File: src/rtl/div_sequencer.sv
// rtl/div_sequencer.sv - multi-cycle radix-2 restoring divider and sequencer for DIV/DIVU
//
// Purpose: owns the single divider datapath used by DIV/DIVU in EX. It latches
// the operands when a request is accepted, iterates one quotient bit per cycle,
// presents {remainder, quotient} with ready_o, and stalls the pipeline meanwhile.
//
// Ports:
//   clk        rising-edge clock
//   rst        synchronous active-high reset
//   start_i    divide request from EX, held until the result is consumed
//   signed_i   1 = DIV (two's complement), 0 = DIVU
//   annul_i    cancel the current or pending divide
//   opdata1_i  dividend
//   opdata2_i  divisor
//   result_o   {remainder, quotient}; zero outside END
//   ready_o    result valid
//   stallreq_o pipeline stall request (combinational)
module div_sequencer #(
  parameter int DATA_W = 32,
  parameter int CNT_W  = 6
) (
  input  logic                  clk,
  input  logic                  rst,
  input  logic                  start_i,
  input  logic                  signed_i,
  input  logic                  annul_i,
  input  logic [DATA_W-1:0]     opdata1_i,
  input  logic [DATA_W-1:0]     opdata2_i,
  output logic [2*DATA_W-1:0]   result_o,
  output logic                  ready_o,
  output logic                  stallreq_o
);

  typedef enum logic [1:0] {
    S_IDLE    = 2'd0,
    S_DIVZERO = 2'd1,
    S_ON      = 2'd2,
    S_END     = 2'd3
  } state_t;

  state_t                state_q;
  logic [CNT_W-1:0]      cnt_q;
  logic [DATA_W-1:0]     dvd_q;      // dividend, shifted out as quotient bits shift in
  logic [DATA_W-1:0]     dvs_q;
  logic [DATA_W-1:0]     rem_q;
  logic                  neg_a_q;
  logic                  neg_b_q;
  logic                  signed_q;
  logic [2*DATA_W-1:0]   result_q;
  logic                  ready_q;

  logic                  accept_d;
  logic [DATA_W-1:0]     op1_abs_d;
  logic [DATA_W-1:0]     op2_abs_d;
  logic [DATA_W:0]       rem_sh_d;
  logic [DATA_W:0]       trial_d;
  logic                  qbit_d;
  logic [DATA_W-1:0]     rem_nx_d;
  logic [DATA_W-1:0]     quo_nx_d;
  logic [DATA_W-1:0]     quo_fix_d;
  logic [DATA_W-1:0]     rem_fix_d;

  assign accept_d  = start_i && !annul_i;

  assign op1_abs_d = (signed_i && opdata1_i[DATA_W-1]) ? -opdata1_i : opdata1_i;
  assign op2_abs_d = (signed_i && opdata2_i[DATA_W-1]) ? -opdata2_i : opdata2_i;

  // Partial remainder always stays below the divisor, so one extra bit is
  // enough for the trial subtraction: its MSB is the borrow.
  assign rem_sh_d  = {rem_q, dvd_q[DATA_W-1]};
  assign trial_d   = rem_sh_d - {1'b0, dvs_q};
  assign qbit_d    = ~trial_d[DATA_W];
  assign rem_nx_d  = qbit_d ? trial_d[DATA_W-1:0] : rem_sh_d[DATA_W-1:0];
  assign quo_nx_d  = {dvd_q[DATA_W-2:0], qbit_d};

  // Sign correction: quotient follows sign(a)^sign(b), remainder follows sign(a).
  assign quo_fix_d = (signed_q && (neg_a_q ^ neg_b_q)) ? -quo_nx_d : quo_nx_d;
  assign rem_fix_d = (signed_q && neg_a_q) ? -rem_nx_d : rem_nx_d;

  assign stallreq_o = ((state_q == S_IDLE) && accept_d) ||
                      (state_q == S_ON) || (state_q == S_DIVZERO);
  assign result_o   = result_q;
  assign ready_o    = ready_q;

  always_ff @(posedge clk) begin
    if (rst) begin
      state_q  <= S_IDLE;
      cnt_q    <= '0;
      dvd_q    <= '0;
      dvs_q    <= '0;
      rem_q    <= '0;
      neg_a_q  <= 1'b0;
      neg_b_q  <= 1'b0;
      signed_q <= 1'b0;
      result_q <= '0;
      ready_q  <= 1'b0;
    end else begin
      case (state_q)
        S_IDLE: begin
          if (accept_d) begin
            if (opdata2_i == '0) begin
              state_q <= S_DIVZERO;
              dvd_q   <= opdata1_i;   // raw dividend is the divide-by-zero remainder
            end else begin
              state_q  <= S_ON;
              dvd_q    <= op1_abs_d;
              dvs_q    <= op2_abs_d;
              neg_a_q  <= signed_i && opdata1_i[DATA_W-1];
              neg_b_q  <= signed_i && opdata2_i[DATA_W-1];
              signed_q <= signed_i;
              rem_q    <= '0;
              cnt_q    <= '0;
            end
          end
        end
        S_DIVZERO: begin
          if (annul_i) begin
            state_q <= S_IDLE;
          end else begin
            state_q  <= S_END;
            result_q <= {dvd_q, {DATA_W{1'b1}}};
            ready_q  <= 1'b1;
          end
        end
        S_ON: begin
          if (annul_i) begin
            state_q <= S_IDLE;
          end else begin
            dvd_q <= quo_nx_d;
            rem_q <= rem_nx_d;
            cnt_q <= cnt_q + CNT_W'(1);
            if (cnt_q == CNT_W'(DATA_W - 1)) begin
              state_q  <= S_END;
              result_q <= {rem_fix_d, quo_fix_d};
              ready_q  <= 1'b1;
            end
          end
        end
        S_END: begin
          if (!start_i || annul_i) begin
            state_q  <= S_IDLE;
            result_q <= '0;
            ready_q  <= 1'b0;
          end
        end
        default: state_q <= S_IDLE;
      endcase
    end
  end

endmodule

File: config.mk
export PLATFORM = sky130hd
export DESIGN_NAME = div_sequencer
export DESIGN_NICKNAME = d
export VERILOG_FILES = /design/src/rtl/div_sequencer.sv
export SDC_FILE = /design/constraint.sdc
export NUM_CORES = 1
export LEC_CHECK = 0
export CORE_ASPECT_RATIO = 0.7
export CORE_MARGIN = 3
export CORE_UTILIZATION = 58
export DETAILED_ROUTE_END_ITERATION = 16
export PLACE_DENSITY = 0.82
export SKIP_LAST_GASP = 1
export SYNTH_ARGS = -nofsm -noshare
export SYNTH_HDL_FRONTEND = slang
export SYNTH_SLANG_ARGS = --single-unit
export TNS_END_PERCENT = 5
File: constraint.sdc
create_clock -name clk -period 6 [get_ports clk]
set_input_delay 0.6 -clock clk [delete_from_list [all_inputs] [get_ports clk]]
set_output_delay 0.6 -clock clk [all_outputs]
set_load 0.005 [all_outputs]
==> summary.txt, run 1 <==
GRT
  • Grt ovf: 0
  • Gr usage total: 33.96%
  • Number of global-route vias before repair: 11,730
  • First-pass GRT wire length: 63.50 mm
  • Largest net degree at the start of global routing: 90
  • Antenna violations before repair: 0

Setup path
  • Worst Path Required: 6.34 ns
  • Critical path cell sequence: inv_1 > ha_1 > fa_1 > nand2b_1 > a21oi_1 > o21ai_2 > o21ai_2 > a21oi_4 > nor3_4 > buf_4 > nand2_1 > o21ai_0 > ha_1 > inv_1 > nor3_2 > and3_1 > a31oi_1 > a311oi_1
  • Crit path launch type: flop
  • Critical Path AT: 5.31 ns
  • CP max stage delay: 0.52 ns
  • Slowest CP cell: nor3_2
  • CP Capture Type: flop
  • Setup CP Type: flop to flop
  • Max FO, Critical Path: 12

Layout
  • Post-route cell area: 0.01420 mm²
  • Final core utilization: 70.01%
  • Fillcell total: 1,679
  • Nets: 1,853
  • Share of layout cells above drive strength 1: 5.074%
  • Final std cells w/o fill: 2,024
  • # diodes: 0
  • Layout area overhead: 15.52%

Synthesis
  • Syn avg cell area: 7.296 µm²
  • Area leader, netlist: dfxtp_1
  • Predominant post-synthesis flop cell: dfxtp_1
  • Post-synth EDFFs: 0
  • Area of the mapped netlist: 0.01229 mm²
  • Count leader, synth: nor2_1
  • Top post-synthesis cells by count: nor2_1, nand2_1, dfxtp_1
  • Synth cell types: 77
  • Yosys Warn Count: 0
  • Sequential fraction of the synthesis area: 28.01%
  • Fraction of registers with async set or reset after synthesis: 0%
  • Synth top area share: 28.01%
  • #FFs+latches synth: 172
  • Post-synth net total: 1,797
  • Largest cells by area after synthesis: dfxtp_1, a21oi_1, nor2_1
  • Gate Count Post-Synth: 1,685

Route
  • DRC: 0
  • DRT iter0 DRCs: 1,588
  • WL/cell: 19.81 µm
  • Antenna-violating nets left: 0
  • Met1 WL: 18.18 mm
  • WL final: 40.09 mm
  • Via count: 13,110
  • DRT Pass-1 Iters: 7
  • Routed wl met3: 5.014 mm
  • DR WL met2: 16.29 mm
  • Top sig layer: met4
  • DR vias/cell: 6.475

Placement
  • Gpl congestion: 0.9884
  • I/O Buffers: 134
  • Placed cell areas: 0.01365 mm²
  • Detailed Place HPWL: 30.11 mm
  • Placed Cells: 1,992

Clock network
  • Clk buf depth: 2
  • CTS buffer count: 17
  • CTS H-tree lvls: 4
  • Clock Sinks: 172
  • CTS clock-pin slew for the worst setup and hold paths: 0.07 ns
  • Post-cts gate resize count: 0
  • Setup bufs post-CTS: 0
  • Root buf cell: clkbuf_16
  • CTS tree: yes
  • CTS Hold Bufs: 0
  • Clk_lat worst skew: 0.44 ns

Floorplanning
  • IO Pins: 135
  • Area of the core: 0.02028 mm²
  • Die X: 180.0 µm
  • # rows: 43
  • Die Area: 0.02301 mm²
  • Chip height: 127.8 µm
  • Starting density of the core: 60.61%

STA
  • Setup violations, final: 0
  • Final setup TNS: 0 ns
  • Post-route clock period utilization: 82.77%
  • RSZ-0062 raised after global routing: no
  • Peak Freq: 0.2014 GHz
  • Least-Margin Pin Slew: 1.093 ns
  • Max transition margin: 26.89%
  • Tmin final: 4.966 ns
  • Slew Viols, Final: 0
  • Hold Fails Final Rpt: 0
  • Final clock skew: 0.01140 ns

Power and ir drop
  • P_leak: 5.121 nW
  • Total power draw: 5.789 mW
  • Switching part of the total: 45.41%
  • Gate power share: 52.7%
  • Clock network power share: 18.3%
  • Pwr/cell area: 407.6 mW/mm²
  • Seq pwr share: 29.0%
  • P_sw: 2.629 mW
  • Peak supply drop: 461.5 µV
  • Internal power: 3.160 mW

Hold path
  • Worst hold path class: flop to flop

Run status
  • Outcome: finished clean

Run
  • Max-Cap Viols: 0
==> cell families (layout without fill, tap and decap cells) <==
family	after synthesis	count (layout)	share of synthesized area, %
simple gates	629	629	23.50
compound gates	514	514	26.88
flops	172	172	28.01
buf+inv	169	238	5.517
xor+xnor	127	127	9.048
fa+ha+maj	43	43	4.438
mux	31	31	2.606
==> flip-flops by register name (all words and copies together) (netlist names) <==
name,count
dvd_q,32
neg_a_q,1
dvs_q,32
ready_o,1
result_o,64
cnt_q,6
state_q,2
signed_q,1
rem_q,32
neg_b_q,1
==> cell usage in the layout, fill, tap and decap left out, types with 5 or more instances in the layout <==
master,Yosys,layout
nor2b_1,7,7
nor3b_1,5,5
xnor2_1,63,63
or4_1,10,10
and2_1,14,14
nand2_1,194,194
a31oi_1,22,22
a21o_1,13,13
dfxtp_1,172,172
mux2_2,8,8
o211ai_1,14,14
o31ai_1,23,23
mux2i_1,23,23
o21a_1,14,14
inv_1,54,54
o41ai_1,12,12
o21ai_1,12,12
and3_1,10,10
o21ai_0,88,88
clkdlybuf4s50_1,0,133
a21oi_1,164,164
clkbuf_16,0,17
a221oi_1,17,17
nand2b_1,11,11
buf_4,1,18
nand3_1,25,25
nor2_1,217,214
nor3_1,52,51
a211oi_1,44,44
nand4_1,18,18
ha_1,42,41
nor4_1,23,23
or3_1,24,23
xor2_1,64,64
inv_6,0,5
a311oi_1,11,11
a22oi_1,32,32
==> path summary, 6_finish.rpt <==
kind,from,endpoint,slack [ns],cells after the start
hold / removal,dvs_q[31]$_SDFFE_PP0P_,dvs_q[31]$_SDFFE_PP0P_,0.46,2
setup / recovery,dvd_q[31]$_SDFFE_PP0P_,result_o[58]$_SDFFE_PP0P_,1.03,18
setup reg to reg,dvd_q[31]$_SDFFE_PP0P_,result_o[58]$_SDFFE_PP0P_,1.03,18
hold reg to reg,dvs_q[31]$_SDFFE_PP0P_,dvs_q[31]$_SDFFE_PP0P_,0.46,2
==> cell type report <==
| type | instances | area (µm²) | share of cell area (%) |
|---|---|---|---|
| Clock buffer | 18 | 439.2 | 3.093 |
| Clock inverter | 14 | 110.1 | 0.7753 |
| Inverter | 55 | 206.4 | 1.454 |
| Multi-Input combinational cell | 1344 | 8198 | 57.73 |
| Sequential cell | 172 | 3443 | 24.25 |
| Tap cell | 270 | 337.8 | 2.379 |
| Timing Repair Buffer | 151 | 1466 | 10.33 |
==> critical path, delay by kind of cell (launching register included) <==
kind / cells / cell delay, ns
AOI/OAI and AO/OA: 7 / 1.42
adders and majority gates: 3 / 0.97
and+or+nand+nor: 5 / 1.56
DFF: 1 / 0.36
buffers and inverters: 3 / 0.54
==> power by group through the flow <==
stage | Combinational [mW] | Sequential [mW] | Clock [mW]
floorplan | 1.96 | 1.60 | 0
detailed placement | 2.96 | 1.69 | 0
finish | 3.05 | 1.68 | 1.06
global route | 3.33 | 1.70 | 1.12
CTS | 2.98 | 1.66 | 1.06
global placement | 2.91 | 1.68 | 0
==> layer usage <==
layer | global-route usage (%) | up-vias
met5 | 0 | -
met4 | 6.909 | 0
met3 | 9.217 | 67
met2 | 47.79 | 779
met1 | 51.69 | 6077
li1 | - | 6183
==> through the flow <==
step	hold slack (ns)	worst slack [ns]
CTS	0.4535	1.150
global placement	0.4340	1.384
detailed placement	0.4445	1.163
global route	0.4763	0.6899
finish	0.4560	1.034
floorplan	0.4319	1.660
Note: power is estimated with default switching activity, not from simulation.
==> run 2: changes to the inputs <==
--- a/config.mk
+++ b/config.mk
@@ -7,9 +7,9 @@
 export LEC_CHECK = 0
 export CORE_ASPECT_RATIO = 0.7
 export CORE_MARGIN = 3
-export CORE_UTILIZATION = 58
+export CORE_UTILIZATION = 52
 export DETAILED_ROUTE_END_ITERATION = 16
-export PLACE_DENSITY = 0.82
+export PLACE_DENSITY = 0.77
 export SKIP_LAST_GASP = 1
 export SYNTH_ARGS = -nofsm -noshare
 export SYNTH_HDL_FRONTEND = slang
==> constraint.sdc (replaced) <==
create_clock -name clk -period 4.3 [get_ports clk]
set_input_delay 0.43 -clock clk [delete_from_list [all_inputs] [get_ports clk]]
set_output_delay 0.43 -clock clk [all_outputs]
set_load 0.005 [all_outputs]
==> summary.txt, run 2 (synthesis results as in run 1) <==
Floorplanning
  • Chip height: 134.6 µm
  • # rows: 46
  • Die X: 189.8 µm
  • IO Pins: 135
  • Die Area: 0.02555 mm²
  • Area of the core: 0.02296 mm²
  • Starting density of the core: 53.53%

Route
  • Via count: 13,180
  • DRT iter0 DRCs: 1,531
  • DRC: 0
  • DR vias/cell: 6.264
  • WL/cell: 20.08 µm
  • WL final: 42.24 mm
  • Antenna-violating nets left: 0
  • DRT Pass-1 Iters: 6

Layout
  • Layout area overhead: 19.25%
  • Most frequent cells in the layout: nor2_1, nand2_1, dfxtp_1
  • Fillcell total: 2,031
  • # diodes: 0
  • Max FFs per register: 64
  • Post-route cell area: 0.01466 mm²
  • Share of layout cells above drive strength 1: 7.589%
  • Nets: 1,891
  • Commonest non-fill, non-tap cell in the layout: nor2_1
  • Final std cells w/o fill: 2,104

STA
  • Tmin final: 4.170 ns
  • Final clock skew: 0.01139 ns
  • Final worst slack: 0.1301 ns
  • Final setup TNS: 0 ns
  • Peak Freq: 0.2398 GHz
  • Hold Fails Final Rpt: 0
  • Setup violations, final: 0
  • Worst hold margin: 0.3752 ns
  • Max transition margin: 35.88%
  • Least-Margin Pin Slew: 0.9619 ns
  • Slew Viols, Final: 0
  • RSZ-0062 raised after global routing: yes
  • Post-route clock period utilization: 96.97%

GRT
  • First-pass GRT wire length: 65.65 mm
  • Largest net degree at the start of global routing: 84
  • Grt ovf: 0
  • Gr usage total: 32.40%
  • Antenna violations before repair: 2
  • Number of global-route vias before repair: 12,030

Clock network
  • CTS Hold Bufs: 0
  • CTS H-tree lvls: 4
  • Root buf cell: clkbuf_16
  • Clk buf depth: 2
  • CTS tree: yes
  • Clk_lat worst skew: 0.45 ns
  • Clock Sinks: 172
  • CTS buffer count: 17
  • CTS clock-pin slew for the worst setup and hold paths: 0.08 ns

Power and ir drop
  • Seq pwr share: 27.6%
  • Peak supply drop: 462.4 µV
  • Clock network power share: 19.1%
  • Gate power share: 53.3%
  • Internal power: 4.648 mW
  • P_leak: 5.355 nW
  • Switching part of the total: 45.07%
  • P_sw: 3.814 mW
  • Pwr/cell area: 577.3 mW/mm²

Placement
  • I/O Buffers: 134
  • Detailed Place HPWL: 31.78 mm
  • Gpl congestion: 0.9733
  • Post-Place Worst Slack: -0.02975 ns
  • Placed Cells: 2,071
  • Placed cell areas: 0.01399 mm²

Setup path
  • Worst Path Required: 4.62 ns
  • CP Capture Type: flop
  • Max FO, Critical Path: 5
  • Critical Path AT: 4.49 ns
  • Setup CP Type: flop to flop
  • Crit path launch type: flop

Run
  • Max-Cap Viols: 0

Run status
  • Outcome: finished clean

Hold path
  • Worst hold path class: input pin to flop
run 2: power groups by stage:
stage / Combinational (mW) / Sequential [mW] / Clock, mW
CTS: 4.36 / 2.32 / 1.61
floorplan: 2.75 / 2.24 / 0
detailed placement: 4.33 / 2.35 / 0
global route: 4.88 / 2.37 / 1.67
global placement: 4.27 / 2.34 / 0
finish: 4.51 / 2.34 / 1.61
run 2: path summary, 6_finish.rpt:
path | to | slack (ns) | cells after the start | start
worst max-delay path | result_o[30]$_SDFFE_PP0P_ | 0.13 | 19 | dvs_q[31]$_SDFFE_PP0P_
worst min-delay path | rem_q[22]$_SDFFE_PP0P_ | 0.38 | 2 | rst
worst max register to register | result_o[30]$_SDFFE_PP0P_ | 0.13 | 19 | dvs_q[31]$_SDFFE_PP0P_
worst min register to register | result_o[23]$_SDFFE_PP0P_ | 0.46 | 1 | result_o[23]$_SDFFE_PP0P_
run 2: through the flow:
step	power (mW)	utilization, %
after global routing	8.924	63.83
after CTS	8.296	63.51
after detailed placement	6.680	60.91
final	8.462	63.83
after floorplan	4.985	-
after global placement	6.605	60.91
run 2: worst max-delay path, cell delays in order, from the launching register on:
cell,delay [ns]
dfxtp_1,0.33
inv_1,0.14
ha_1,0.38
a21oi_1,0.16
o21ai_0,0.27
or4_4,0.62
a21oi_4,0.22
nor3_4,0.10
inv_2,0.10
ha_1,0.17
nand3b_1,0.12
nor2_2,0.17
nand2_1,0.10
nor2_1,0.17
nand2_1,0.16
o41ai_2,0.29
xor2_1,0.20
nand2_1,0.08
a22oi_1,0.20
nor2_1,0.06
run 2: layout make-up:
type,instances,area (µm²),share of cell area [%]
repair buffers,189,1764,12.03
clock inverters,15,162.7,1.110
clock buffers,17,425.4,2.902
multi-input cells,1344,8267,56.39
inverters,55,206.4,1.408
well taps,312,390.4,2.663
flip-flops and latches,172,3443,23.49
run 2: timing repair:
item / 4_1_cts / 5_1_grt
resized for setup: 1 / 12
pin swaps: 0 / 1
buffers inserted: 0 / 1
endpoints found under the setup margin: 1 / 32
run 2: metal layers:
metal	vias up	GRT usage [%]	part of all wire, %
met5	-	0	0.031
met4	2	6.976	1.7
met3	68	11.39	12
met2	691	46.03	40
met1	6171	47.17	45
li1	6247	-	-
==> run 3: changes to the inputs <==
--- a/config.mk
+++ b/config.mk
@@ -10,7 +10,7 @@
 export CORE_UTILIZATION = 52
 export DETAILED_ROUTE_END_ITERATION = 16
 export PLACE_DENSITY = 0.77
-export SKIP_LAST_GASP = 1
+export REMOVE_ABC_BUFFERS = 1
 export SYNTH_ARGS = -nofsm -noshare
 export SYNTH_HDL_FRONTEND = slang
 export SYNTH_SLANG_ARGS = --single-unit
==> summary.txt, run 3 (synthesis results as in run 1) <==
Route
  • Via count: 13,260
  • DRT Pass-1 Iters: 5
  • Antenna-violating nets left: 0
  • WL final: 40.17 mm
  • DRT iter0 DRCs: 1,474
  • WL/cell: 18.88 µm
  • DRC: 0
  • DR vias/cell: 6.233

Power and ir drop
  • Gate power share: 54.0%
  • P_sw: 3.703 mW
  • Total power draw: 8.548 mW
  • Seq pwr share: 26.9%
  • Switching part of the total: 43.32%
  • Internal power: 4.844 mW
  • P_leak: 5.497 nW
  • Pwr/cell area: 573.9 mW/mm²
  • Peak supply drop: 352.1 µV
  • Clock network power share: 19.2%

Setup path
  • Reg2Reg Setup Slack: 0.15 ns
  • R2R Path End: result_o[46]$_SDFFE_PP0P_
  • Worst setup startpoint: dvd_q[31]$_SDFFE_PP0P_
  • Critical Path AT: 4.47 ns
  • Max FO, Critical Path: 8
  • Worst Reg-to-Reg Cells: 17
  • Setup CP Type: flop to flop
  • CP Capture Type: flop
  • Crit path launch type: flop
  • Worst Path Required: 4.62 ns
  • Worst r2r src: dvd_q[31]$_SDFFE_PP0P_

Layout
  • Commonest non-fill, non-tap cell in the layout: nor2_1
  • Post-route cell area: 0.01489 mm²
  • Most frequent cells in the layout: nor2_1, nand2_1, dfxtp_1
  • Share of layout cells above drive strength 1: 9.196%
  • Max FFs per register: 64
  • Nets: 1,918
  • # diodes: 0
  • Layout area overhead: 21.15%

STA
  • Final clock skew: 0.01756 ns
  • Setup violations, final: 0
  • Final setup TNS: 0 ns
  • Post-route clock period utilization: 96.51%
  • Least-Margin Pin Slew: 1.265 ns
  • Slew Viols, Final: 0
  • Hold Fails Final Rpt: 0
  • Peak Freq: 0.2410 GHz
  • Max transition margin: 15.35%
  • RSZ-0062 raised after global routing: yes
  • Tmin final: 4.150 ns

Clock network
  • Clock Sinks: 172
  • CTS Hold Bufs: 0
  • Clk buf depth: 2
  • Root buf cell: clkbuf_16
  • CTS H-tree lvls: 4
  • CTS buffer count: 17
  • CTS tree: yes
  • CTS clock-pin slew for the worst setup and hold paths: 0.07 ns
  • Clk_lat worst skew: 0.45 ns

Hold path
  • Worst Hold Depth: 2
  • Worst Hold End: dvs_q[30]$_SDFFE_PP0P_
  • Worst hold path class: flop to flop
  • Hold path startpoint: dvs_q[30]$_SDFFE_PP0P_

Placement
  • I/O Buffers: 134
  • Gpl congestion: 0.9347
  • Detailed Place HPWL: 29.77 mm
  • Placed cell areas: 0.01418 mm²

Run
  • Max-Cap Viols: 0

Floorplanning
  • Chip height: 134.6 µm
  • IO Pins: 135
  • Die Area: 0.02555 mm²
  • Area of the core: 0.02296 mm²
  • Die X: 189.8 µm
  • # rows: 46
  • Starting density of the core: 53.53%

GRT
  • Gr usage total: 30.19%
  • First-pass GRT wire length: 62.49 mm
  • Antenna violations before repair: 0
  • Number of global-route vias before repair: 11,760
  • Largest net degree at the start of global routing: 86
  • Grt ovf: 0

Run status
  • Outcome: finished clean
[run 3: cell types whose count changed in the layout (fill, tap and decap cells not counted), sizes merged]
cell	before	now
bufinv	2	3
inv	61	55
clkinvlp	2	0
clkinv	5	4
clkbuf	17	22
buf	56	83
[run 3: power by group through the flow]
stage	logic [mW]	clock network, mW	registers (mW)
6_report	4.61	1.64	2.30
5_1_grt	5.01	1.70	2.34
4_1_cts	4.43	1.64	2.29
2_1_floorplan	2.60	0	2.26
3_5_place_dp	4.39	0	2.32
3_3_place_gp	4.33	0	2.31
[run 3: area by class of cell]
cell class | count | area [µm²]
Multi-Input combinational cell | 1344 | 8279
Fill cell | 2039 | 8071
Sequential cell | 172 | 3445
Timing Repair Buffer | 216 | 1974
Clock buffer | 22 | 484.2
Tap cell | 312 | 390.4
Inverter | 55 | 206.4
Clock inverter | 7 | 113.9
[run 3: worst max path at each step]
stage	end	slack, ns	cells past startpoint
CTS	result_o[58]$_SDFFE_PP0P_	0.08	20
floorplan	result_o[57]$_SDFFE_PP0P_	-1.29	9
global placement	result_o[38]$_SDFFE_PP0P_	0.24	17
global route	result_o[58]$_SDFFE_PP0P_	-0.02	20
finish	result_o[46]$_SDFFE_PP0P_	0.15	17
detailed placement	result_o[58]$_SDFFE_PP0P_	0.03	20
[run 3: per-stage QoR]
stage	util (%)	setup WS [ns]	hold WS, ns	std cells
after floorplan	-	-1.294	0.4258	1571
after global placement	61.76	0.2422	0.4387	2096
after detailed placement	61.76	0.03218	0.4438	2096
after CTS	64.38	0.08223	0.4558	2125
after global routing	64.85	-0.01729	0.4747	2128
final	64.85	0.1501	0.4536	2128
[run 3: what timing repair did]
item | 4_1_cts | 5_1_grt
endpoints found under the setup margin | 1 | 23
resized for setup | 1 | 23
hold endpoints to repair | 0 | 0
buffers inserted | 0 | 3
pin swaps | 0 | 13
[run 3: worst max-delay path: stages, from the launching register on]
cell and delay, ns:
dfxtp_1 0.37, inv_1 0.08, ha_1 0.23, fa_2 0.38, nand2b_1 0.20, a21oi_2 0.23, o21ai_2 0.10, o21ai_2 0.23
buf_4 0.19, a21oi_4 0.08, nor3_4 0.27, buf_6 0.17, buf_4 0.17, mux2_2 0.40, o41ai_2 0.42, xor2_1 0.13
a221oi_1 0.26, nor3_1 0.08
[run 3: layer usage]
layer	GRT usage, %	wire length (µm)
met5	0	0
met1	46.66	19150
met4	5.581	472
met3	5.319	3688
met2	44.05	16860
